**config.mk**
```make
export PLATFORM = sky130hd
export DESIGN_NAME = motor_mux_ctrl
export DESIGN_NICKNAME = d
export VERILOG_FILES = /design/src/rtl/motor_pkg.sv /design/src/rtl/motor_mux_ctrl_es_filter.sv /design/src/rtl/motor_mux_ctrl.sv
export SDC_FILE = /design/constraint.sdc
export NUM_CORES = 1
export LEC_CHECK = 0
export CORE_UTILIZATION = 40
export DETAILED_ROUTE_END_ITERATION = 16
export PLACE_DENSITY = 0.6
export REMOVE_ABC_BUFFERS = 1
export SYNTH_ARGS = -nofsm -noshare
export SYNTH_HDL_FRONTEND = slang
export SYNTH_HIERARCHICAL = 1
export SYNTH_SLANG_ARGS = --single-unit
```
**constraint.sdc**
```tcl
create_clock -name clk -period 4.4 [get_ports clk]
set_clock_uncertainty 0.1 [all_clocks]
set_input_delay 0.66 -clock clk [delete_from_list [all_inputs] [get_ports clk]]
set_output_delay 0.66 -clock clk [all_outputs]
set_load 0.01 [all_outputs]
```
**src/rtl/motor_pkg.sv**
```systemverilog
// Shared types for the motor output channel: sequencer states, channel
// configuration record and counter sizing helpers.
package motor_pkg;

    typedef enum logic [1:0] {
        ST_RUN   = 2'd0,
        ST_DRAIN = 2'd1,
        ST_SETUP = 2'd2
    } state_e;

    typedef struct packed {
        logic [2:0] select;
        logic       en_step;
        logic       inv_dir;
        logic       en_es;
    } chan_cfg_t;

    // Width able to hold max_val; a zero-cycle parameter still gets a 1-bit counter.
    function automatic int unsigned cnt_width(input int unsigned max_val);
        return (max_val == 0) ? 1 : $clog2(max_val + 1);
    endfunction

    // Direction as seen by the driver once routing and inversion are applied.
    function automatic logic eff_dir(input logic [7:0] dir_lines, input chan_cfg_t cfg);
        return dir_lines[cfg.select] ^ cfg.inv_dir;
    endfunction

endpackage

```
**src/rtl/motor_mux_ctrl_es_filter.sv**
```systemverilog
// Endstop debounce: qualifies es_raw after ES_FILTER consecutive high cycles
// and drops the qualified level the cycle after es_raw falls.
module es_filter
    import motor_pkg::*;
#(
    parameter int unsigned ES_FILTER = 16
) (
    input  logic clk,
    input  logic reset,
    input  logic es_raw_i,
    output logic es_abort_o
);

    localparam int unsigned      CNT_W   = cnt_width(ES_FILTER);
    localparam logic [CNT_W-1:0] CNT_MAX = CNT_W'(ES_FILTER);

    logic [CNT_W-1:0] cnt_q;
    logic [CNT_W-1:0] cnt_d;

    always_comb begin
        cnt_d = cnt_q;
        if (!es_raw_i) begin
            cnt_d = '0;
        end else if (cnt_q != CNT_MAX) begin
            cnt_d = cnt_q + 1'b1;
        end
    end

    always_ff @(posedge clk) begin
        if (reset) begin
            cnt_q <= '0;
        end else begin
            cnt_q <= cnt_d;
        end
    end

    assign es_abort_o = (cnt_q == CNT_MAX);

endmodule

```
**src/rtl/motor_mux_ctrl.sv**
```systemverilog
// Reconfiguration sequencer for one motor_mux output channel: blanks step,
// drains the outgoing pulse, switches routing, then guards direction setup.
module motor_mux_ctrl
    import motor_pkg::*;
#(
    parameter int unsigned DIR_SETUP     = 50,
    parameter int unsigned DRAIN_TIMEOUT = 1000,
    parameter int unsigned ES_FILTER     = 16
) (
    input  logic       clk,
    input  logic       reset,
    input  logic [7:0] steps,
    input  logic [7:0] dirs,
    input  logic       cfg_wr,
    input  logic [2:0] cfg_select,
    input  logic       cfg_enable_step,
    input  logic       cfg_invert_dir,
    input  logic       cfg_enable_es_abort,
    input  logic       es_raw,
    input  logic       es_clear,
    output logic [2:0] mux_select,
    output logic       enable_step,
    output logic       invert_dir,
    output logic       enable_es_abort,
    output logic       es_abort,
    output logic       cfg_busy,
    output logic       cfg_done,
    output logic       drain_timeout,
    output logic       es_tripped
);

    localparam int unsigned DRAIN_W = cnt_width(DRAIN_TIMEOUT);
    localparam int unsigned SETUP_W = cnt_width(DIR_SETUP);

    state_e             state_q,     state_d;
    chan_cfg_t          active_q,    active_d;
    chan_cfg_t          shadow_q,    shadow_d;
    logic [DRAIN_W-1:0] drain_cnt_q, drain_cnt_d;
    logic [SETUP_W-1:0] setup_cnt_q, setup_cnt_d;
    logic               done_q,      done_d;
    logic               timeout_q,   timeout_d;
    logic               tripped_q,   tripped_d;

    logic old_step;
    logic drain_expired;
    logic setup_last;
    logic route_chg;

    es_filter #(
        .ES_FILTER (ES_FILTER)
    ) u_es_filter (
        .clk        (clk),
        .reset      (reset),
        .es_raw_i   (es_raw),
        .es_abort_o (es_abort)
    );

    // Counters count cycles already spent, so "+1" names the current cycle.
    always_comb begin
        old_step      = steps[active_q.select];
        drain_expired = (32'(drain_cnt_q) + 32'd1) >= DRAIN_TIMEOUT;
        setup_last    = (32'(setup_cnt_q) + 32'd1) >= DIR_SETUP;
        route_chg     = (shadow_q.select != active_q.select) ||
                        (eff_dir(dirs, shadow_q) != eff_dir(dirs, active_q));
    end

    // NOTE: every always_comb target gets a default first so no path infers a latch.
    always_comb begin
        state_d     = state_q;
        active_d    = active_q;
        shadow_d    = shadow_q;
        drain_cnt_d = drain_cnt_q;
        setup_cnt_d = setup_cnt_q;
        done_d      = 1'b0;
        timeout_d   = 1'b0;

        unique case (state_q)
            ST_RUN: begin
                if (cfg_wr) begin
                    shadow_d.select  = cfg_select;
                    shadow_d.en_step = cfg_enable_step;
                    shadow_d.inv_dir = cfg_invert_dir;
                    shadow_d.en_es   = cfg_enable_es_abort;
                    drain_cnt_d      = '0;
                    state_d          = ST_DRAIN;
                end
            end
            ST_DRAIN: begin
                if (!old_step || drain_expired) begin
                    active_d  = shadow_q;
                    timeout_d = old_step;
                    if (route_chg && (DIR_SETUP > 0)) begin
                        setup_cnt_d = '0;
                        state_d     = ST_SETUP;
                    end else begin
                        done_d  = 1'b1;
                        state_d = ST_RUN;
                    end
                end else begin
                    drain_cnt_d = drain_cnt_q + 1'b1;
                end
            end
            ST_SETUP: begin
                if (setup_last) begin
                    done_d  = 1'b1;
                    state_d = ST_RUN;
                end else begin
                    setup_cnt_d = setup_cnt_q + 1'b1;
                end
            end
            default: state_d = ST_RUN;
        endcase
    end

    // A trip in the same cycle as a clear must survive.
    assign tripped_d = (es_abort & active_q.en_es) | (tripped_q & ~es_clear);

    // NOTE: sequential state uses non-blocking assignments so all registers update together.
    always_ff @(posedge clk) begin
        if (reset) begin
            state_q     <= ST_RUN;
            active_q    <= '0;
            shadow_q    <= '0;
            drain_cnt_q <= '0;
            setup_cnt_q <= '0;
            done_q      <= 1'b0;
            timeout_q   <= 1'b0;
            tripped_q   <= 1'b0;
        end else begin
            state_q     <= state_d;
            active_q    <= active_d;
            shadow_q    <= shadow_d;
            drain_cnt_q <= drain_cnt_d;
            setup_cnt_q <= setup_cnt_d;
            done_q      <= done_d;
            timeout_q   <= timeout_d;
            tripped_q   <= tripped_d;
        end
    end

    assign mux_select      = active_q.select;
    assign invert_dir      = active_q.inv_dir;
    assign enable_es_abort = active_q.en_es;
    assign enable_step     = active_q.en_step && (state_q == ST_RUN);
    assign cfg_busy        = (state_q != ST_RUN);
    assign cfg_done        = done_q;
    assign drain_timeout   = timeout_q;
    assign es_tripped      = tripped_q;

endmodule
```
==> results of run 1 <==
==> synth_stat cells, types with 5 or more instances <==
cell	instances	area [um2]
sky130_fd_sc_hd__xor2_1	8	70.1
sky130_fd_sc_hd__inv_1	13	48.8
sky130_fd_sc_hd__dfxtp_1	38	761
sky130_fd_sc_hd__xnor2_1	8	70.1
sky130_fd_sc_hd__buf_6	5	56.3
sky130_fd_sc_hd__nand2_1	14	52.6
sky130_fd_sc_hd__mux2i_1	12	120
sky130_fd_sc_hd__nand3_1	16	80.1
sky130_fd_sc_hd__a21oi_1	18	90.1
sky130_fd_sc_hd__nor2_1	29	109
sky130_fd_sc_hd__o21ai_0	12	60.1
sky130_fd_sc_hd__ha_1	9	113
sky130_fd_sc_hd__and2_1	5	31.3
sky130_fd_sc_hd__clkbuf_1	5	18.8
==> worst paths after layout <==
path                               startpoint              to  cells after the start
worst min register to register    shadow_q[0]     shadow_q[0]                      2
worst max-delay path                 steps[7]  drain_cnt_q[8]                      8
worst min-delay path              shadow_q[0]     shadow_q[0]                      2
worst max register to register  mux_select[1]  drain_cnt_q[8]                      7
==> metal layers <==
metal,part of all wire [%],global-route usage (%),up-vias
met5,0,0,-
met4,1.2,5.28,0
met3,5.9,4.35,7
met2,47,29.1,67
met1,46,23.3,926
li1,-,-,978
==> worst min-delay path, stage by stage, from the launching register on <==
cell and delay (ns):
sky130_fd_sc_hd__dfxtp_1 0.31, sky130_fd_sc_hd__nand2_1 0.05, sky130_fd_sc_hd__a21oi_1 0.05
==> where the power goes <==
group	switching [mW]	total (mW)	internal, mW
registers	0.0158	0.374	0.358
logic	0.140	0.250	0.110
clock network	0.120	0.278	0.158
total	0.276	0.902	0.626
==> state kept, by name, indices dropped and copies added (netlist names) <==
name and cells:
invert_dir 1, shadow_q 6, state_q 2, setup_cnt_q 6, drain_timeout 1, drain_cnt_q 10, u_es_filter/cnt_q 5, cfg_done 1
es_tripped 1, active_q 1, enable_es_abort 1, mux_select 3
==> stage by stage <==
stage,area [um2],hold slack (ns),worst slack (ns)
floorplan,2190,0.323,1.92
global placement,2660,0.348,1.31
detailed placement,2660,0.353,1.22
CTS,2770,0.365,1.52
global route,2770,0.381,1.22
finish,2770,0.363,1.51
==> kinds of logic (layout without fill, tap and decap cells) <==
group | after synthesis | in the layout | share of synthesized area, %
AO/OA/AOI/OAI | 50 | 50 | 14.8
flip-flops | 38 | 38 | 33.2
AND/OR/NAND/NOR | 96 | 96 | 22.0
buffers and inverters | 27 | 59 | 6.60
XOR/XNOR | 16 | 16 | 6.11
adder cells (fa/ha/maj) | 9 | 9 | 4.91
multiplexers | 19 | 19 | 12.4
==> final cells by class <==
cell class                      count  area (um2)
Clock buffer                        8         110
Fill cell                         522        2740
Inverter                           13        48.8
Multi-Input combinational cell    190        1380
Sequential cell                    38         761
Tap cell                           72        90.1
Timing Repair Buffer               38         378
==> impl_metrics.yaml, run 1 <==
status:
  outcome: "finished, final reports clean"
worst_setup_path:
  timing.critical_path.from_type: "input pin"
  critical_path.cell_chain: "clkdlybuf4s50_1 -> mux4_2 -> mux2i_1 -> a31oi_1 -> o21a_2 -> o21ai_1 -> o21ai_0 -> a21oi_1"
  cp_max_fo: 13
  number_of_buffers_and_inverters_on_the_critical_path: 1
  timing.critical_path.required_ns: 4.51
  worst-endpoint-arrival_ns: 3.00
  cp_slowest_cell: "sky130_fd_sc_hd__o21ai_1"
  ff2ff_setup_slack_ns: 1.69
  cp_slowest_stage_delay_ns: 0.57
  timing.critical_path.max_delay_family: "compound AO/OA/AOI/OAI gates"
  endpoint_kind: "flip-flop"
  worstSetupPathType: "in2reg"
clock_tree:
  cts_inserted_buffers: 5
  post_cts.repair.setup_buffers: 0
  cts-resized-gates: 0
  cts-root-to-sink-buffers: 2
  clk_root_buffer_cell: "sky130_fd_sc_hd__clkbuf_8"
  clk_transition_reported_paths_ns: 0.07
  h-tree-depth: 2
  tritoncts: "yes"
  numClockSinks: 38
  post_cts_hold_buffer_count: 0
  clock_insertion_delay_worst_skew_ns: 0.29
synthesis:
  post_synthesis_async_set_or_reset_flop_share_pct: 0
  synthesis.instances: 255
  dominantRegCellSynth: "sky130_fd_sc_hd__dfxtp_1"
  yosysSeqAreaShare_pct: 33.2
  synth_enable_flop_cells: 0
  ys_ff_latch: 38
  synth.lib_cells_used.distinct: 51
  syn-cell-area_um2: 2290
  avgSynthCellArea_um2: 9.00
  yosysWarningCount: 6
power:
  max-vdd-ir-drop_mv: 0.106
  fin_total_pwr_mw: 0.902
  total_leakage_power_nw: 0.999
  power_density_nw_per_um2: 326
routing:
  wl_per_cell_um: 13.9
  detail_route.vias_per_cell: 5.51
  routed_antenna_nets: 0
  postRouteWirelength_um: 5010
  firstDrtPassIters: 4
  remaining_drc_errors: 0
  num_vias: 1978
  first_iter_violations: 148
finish:
  layout.cells.most_common_list: "38 x sky130_fd_sc_hd__dfxtp_1, 37 x sky130_fd_sc_hd__clkdlybuf4s50_1, 29 x sky130_fd_sc_hd__nor2_1"
  finalNetCount: 322
  utilization_pct: 50.3
  final_cells: 359
  flow.area_growth_from_synthesis_pct: 20.7
  layout.cells.most_common: "sky130_fd_sc_hd__dfxtp_1"
  antennaDiodeCount: 0
  share_of_final_layout_standard_cells_stronger_than_drive_strength_1_pct: 6.62
global_route:
  largest_net_degree_at_the_start_of_global_routing: 25
  grt_pass1_vias: 1871
  antenna_found_initial: 0
  grt_pass1_wl_um: 8620
  total_overflow_reported_by_the_global_router: 0
  grt_use_total_pct: 17.9
timing:
  grt_setup_unrepaired: "false"
  setup-tns-final_ns: 0
  fmax_ghz: 0.346
  worstMarginPinSlew_ns: 0.890
  timing.final.hold_violations: 0
  layout_worst_path_cycle_share_pct: 65.8
  slew_viols_final: 0
  post-route-min-period_ns: 2.89
  maxSlewHeadroom_pct: 40.5
  setup_viol: 0
floorplanning:
  std_cell_rows: 27
  die-width_um: 77.7
  floorplan.io_pins: 38
  die-height_um: 77.7
  core_region_area_um2: 5510
  die_area_um2: 6040
  floorplan.initialDensity_pct: 41.7
place:
  finalWeightedCongestion: 0.828
  io_buffer_count: 37
  detailed_placer_s_ending_hpwl_um: 3630
  numPlacedInstances: 351
hold_path:
  hold_class: "reg2reg"
flow_run:
  max_cap_violations: 0
(Power assumes the default switching activity.)
==> inputs of run 2 (changes only) <==
==> constraint.sdc (replaced) <==
create_clock -name clk -period 2.7 [get_ports clk]
set_clock_uncertainty 0.1 [all_clocks]
set_input_delay 0.405 -clock clk [delete_from_list [all_inputs] [get_ports clk]]
set_output_delay 0.405 -clock clk [all_outputs]
set_load 0.01 [all_outputs]
==> impl_metrics.yaml, run 2 (synthesis gave the netlist of run 1 again) <==
timing:
  setup_viol: 0
  worstMarginPinSlew_ns: 0.595
  layout_worst_path_cycle_share_pct: 93.2
  timing.final.hold_violations: 0
  slew_viols_final: 0
  grt_setup_unrepaired: "false"
  maxSlewHeadroom_pct: 59.8
  fmax_ghz: 0.397
  post-route-min-period_ns: 2.52
worst_setup_path:
  timing.critical_path.required_ns: 2.83
  endpoint_kind: "flip-flop"
  ff_to_ff_start: "mux_select[0]"
  timing.critical_path.from_type: "input pin"
  crit_start: "dirs[5]"
  cp_max_fo: 4
  reg2regPathDepth: 7
  worst-endpoint-arrival_ns: 2.64
  worstSetupPathType: "in2reg"
flow_run:
  max_cap_violations: 0
power:
  power_density_nw_per_um2: 505
  fin_total_pwr_mw: 1.46
  total_leakage_power_nw: 1.07
  max-vdd-ir-drop_mv: 0.250
finish:
  registers.top_by_ff_count: "drain_cnt_q"
  share_of_final_layout_standard_cells_stronger_than_drive_strength_1_pct: 12.2
  fill_cells: 496
  layout.cells.most_common_list: "38 x sky130_fd_sc_hd__dfxtp_1, 37 x sky130_fd_sc_hd__clkdlybuf4s50_1, 29 x sky130_fd_sc_hd__nor2_1"
  layout.cells.most_common: "sky130_fd_sc_hd__dfxtp_1"
  final_cells: 376
  reg_top3: "drain_cnt_q (10), setup_cnt_q (6), shadow_q (6)"
  utilization_pct: 52.5
  antennaDiodeCount: 0
  flow.area_growth_from_synthesis_pct: 25.9
  largest_register_ffs: 10
  finalNetCount: 339
floorplanning:
  die_area_um2: 6040
  core_region_area_um2: 5510
  floorplan.io_pins: 38
  std_cell_rows: 27
  die-width_um: 77.7
  floorplan.initialDensity_pct: 41.7
  die-height_um: 77.7
routing:
  num_vias: 1962
  postRouteWirelength_um: 5030
  firstDrtPassIters: 4
  remaining_drc_errors: 0
  wl_per_cell_um: 13.4
  first_iter_violations: 57
  routed_antenna_nets: 0
  detail_route.vias_per_cell: 5.22
clock_tree:
  clock_insertion_delay_worst_skew_ns: 0.29
  clk_transition_reported_paths_ns: 0.07
  cts-root-to-sink-buffers: 2
  tritoncts: "yes"
  numClockSinks: 38
  h-tree-depth: 2
  cts_inserted_buffers: 5
  clk_root_buffer_cell: "sky130_fd_sc_hd__clkbuf_8"
global_route:
  grt_pass1_vias: 1831
  total_overflow_reported_by_the_global_router: 0
  antenna_found_initial: 0
  grt_use_total_pct: 17.7
  largest_net_degree_at_the_start_of_global_routing: 19
  grt_pass1_wl_um: 8500
hold_path:
  hold_path_startpoint: "shadow_q[2]"
  hold_class: "reg2reg"
  depth_of_the_worst_hold_timing_path: 2
place:
  finalWeightedCongestion: 0.812
  io_buffer_count: 37
  numPlacedInstances: 368
  detailed_placer_s_ending_hpwl_um: 3810
status:
  outcome: "finished, final reports clean"
[run 2: changes by cell type in the layout (fill, tap and decap cells not counted), sizes merged]
cell / previous run / this run
buf: 1 / 18
clkbuf: 8 / 6
clkinv: 0 / 1
clkinvlp: 0 / 1
[run 2: worst paths after layout]
kind                               endpoint  slack, ns
worst min-delay path            shadow_q[2]       0.36
worst max-delay path             state_q[1]       0.18
worst max register to register   state_q[1]       0.21
worst min register to register  shadow_q[2]       0.36
[run 2: power by group]
group | switching, mW | total [mW] | leakage [nW] | internal [mW]
registers | 0.0227 | 0.606 | 0.308 | 0.583
clock network | 0.196 | 0.401 | 0.0472 | 0.205
logic | 0.232 | 0.451 | 0.718 | 0.219
total | 0.450 | 1.46 | 1.07 | 1.01
[run 2: per-stage QoR]
stage | worst slack, ns | setup TNS, ns | hold WS (ns) | cell area [um2]
after floorplan | 0.307 | 0 | 0.323 | 2190
after global placement | -0.0602 | -0.0844 | 0.345 | 2790
after detailed placement | -0.0964 | -0.198 | 0.348 | 2790
after CTS | 0.198 | 0 | 0.359 | 2880
after global routing | 0.0211 | 0 | 0.380 | 2890
final | 0.184 | 0 | 0.356 | 2890
[run 2: worst max-delay path, stage by stage]
cell	delay [ns]
sky130_fd_sc_hd__clkdlybuf4s50_1	0.42
sky130_fd_sc_hd__mux4_1	0.57
sky130_fd_sc_hd__mux2i_4	0.19
sky130_fd_sc_hd__xnor2_1	0.16
sky130_fd_sc_hd__a2bb2oi_2	0.29
sky130_fd_sc_hd__nor3_1	0.12
sky130_fd_sc_hd__or3b_1	0.36
sky130_fd_sc_hd__a21oi_1	0.14
[run 2: repair_timing]
| action | 4_1_cts | 5_1_grt |
|---|---|---|
| buffers inserted | 0 | 0 |
| hold buffers | 0 | 0 |
| endpoints found under the setup margin | 0 | 3 |
| gates resized for setup | 0 | 1 |
[run 2: final cells by class]
| class | count | area (um2) | area share [%] |
|---|---|---|---|
| multi-input combinational | 190 | 1390 | 48.1 |
| sequential | 38 | 761 | 26.3 |
| timing repair buffer | 55 | 505 | 17.5 |
| tap | 72 | 90.1 | 3.12 |
| clock buffer | 6 | 82.6 | 2.86 |
| inverter | 13 | 48.8 | 1.69 |
| clock inverter | 2 | 12.5 | 0.433 |
[run 2: metal layers]
layer	share of wire, %	GRT usage, %
met5	0	0
met4	2.0	6.98
met3	4.3	3.88
met2	45	28.4
met1	48	23.0
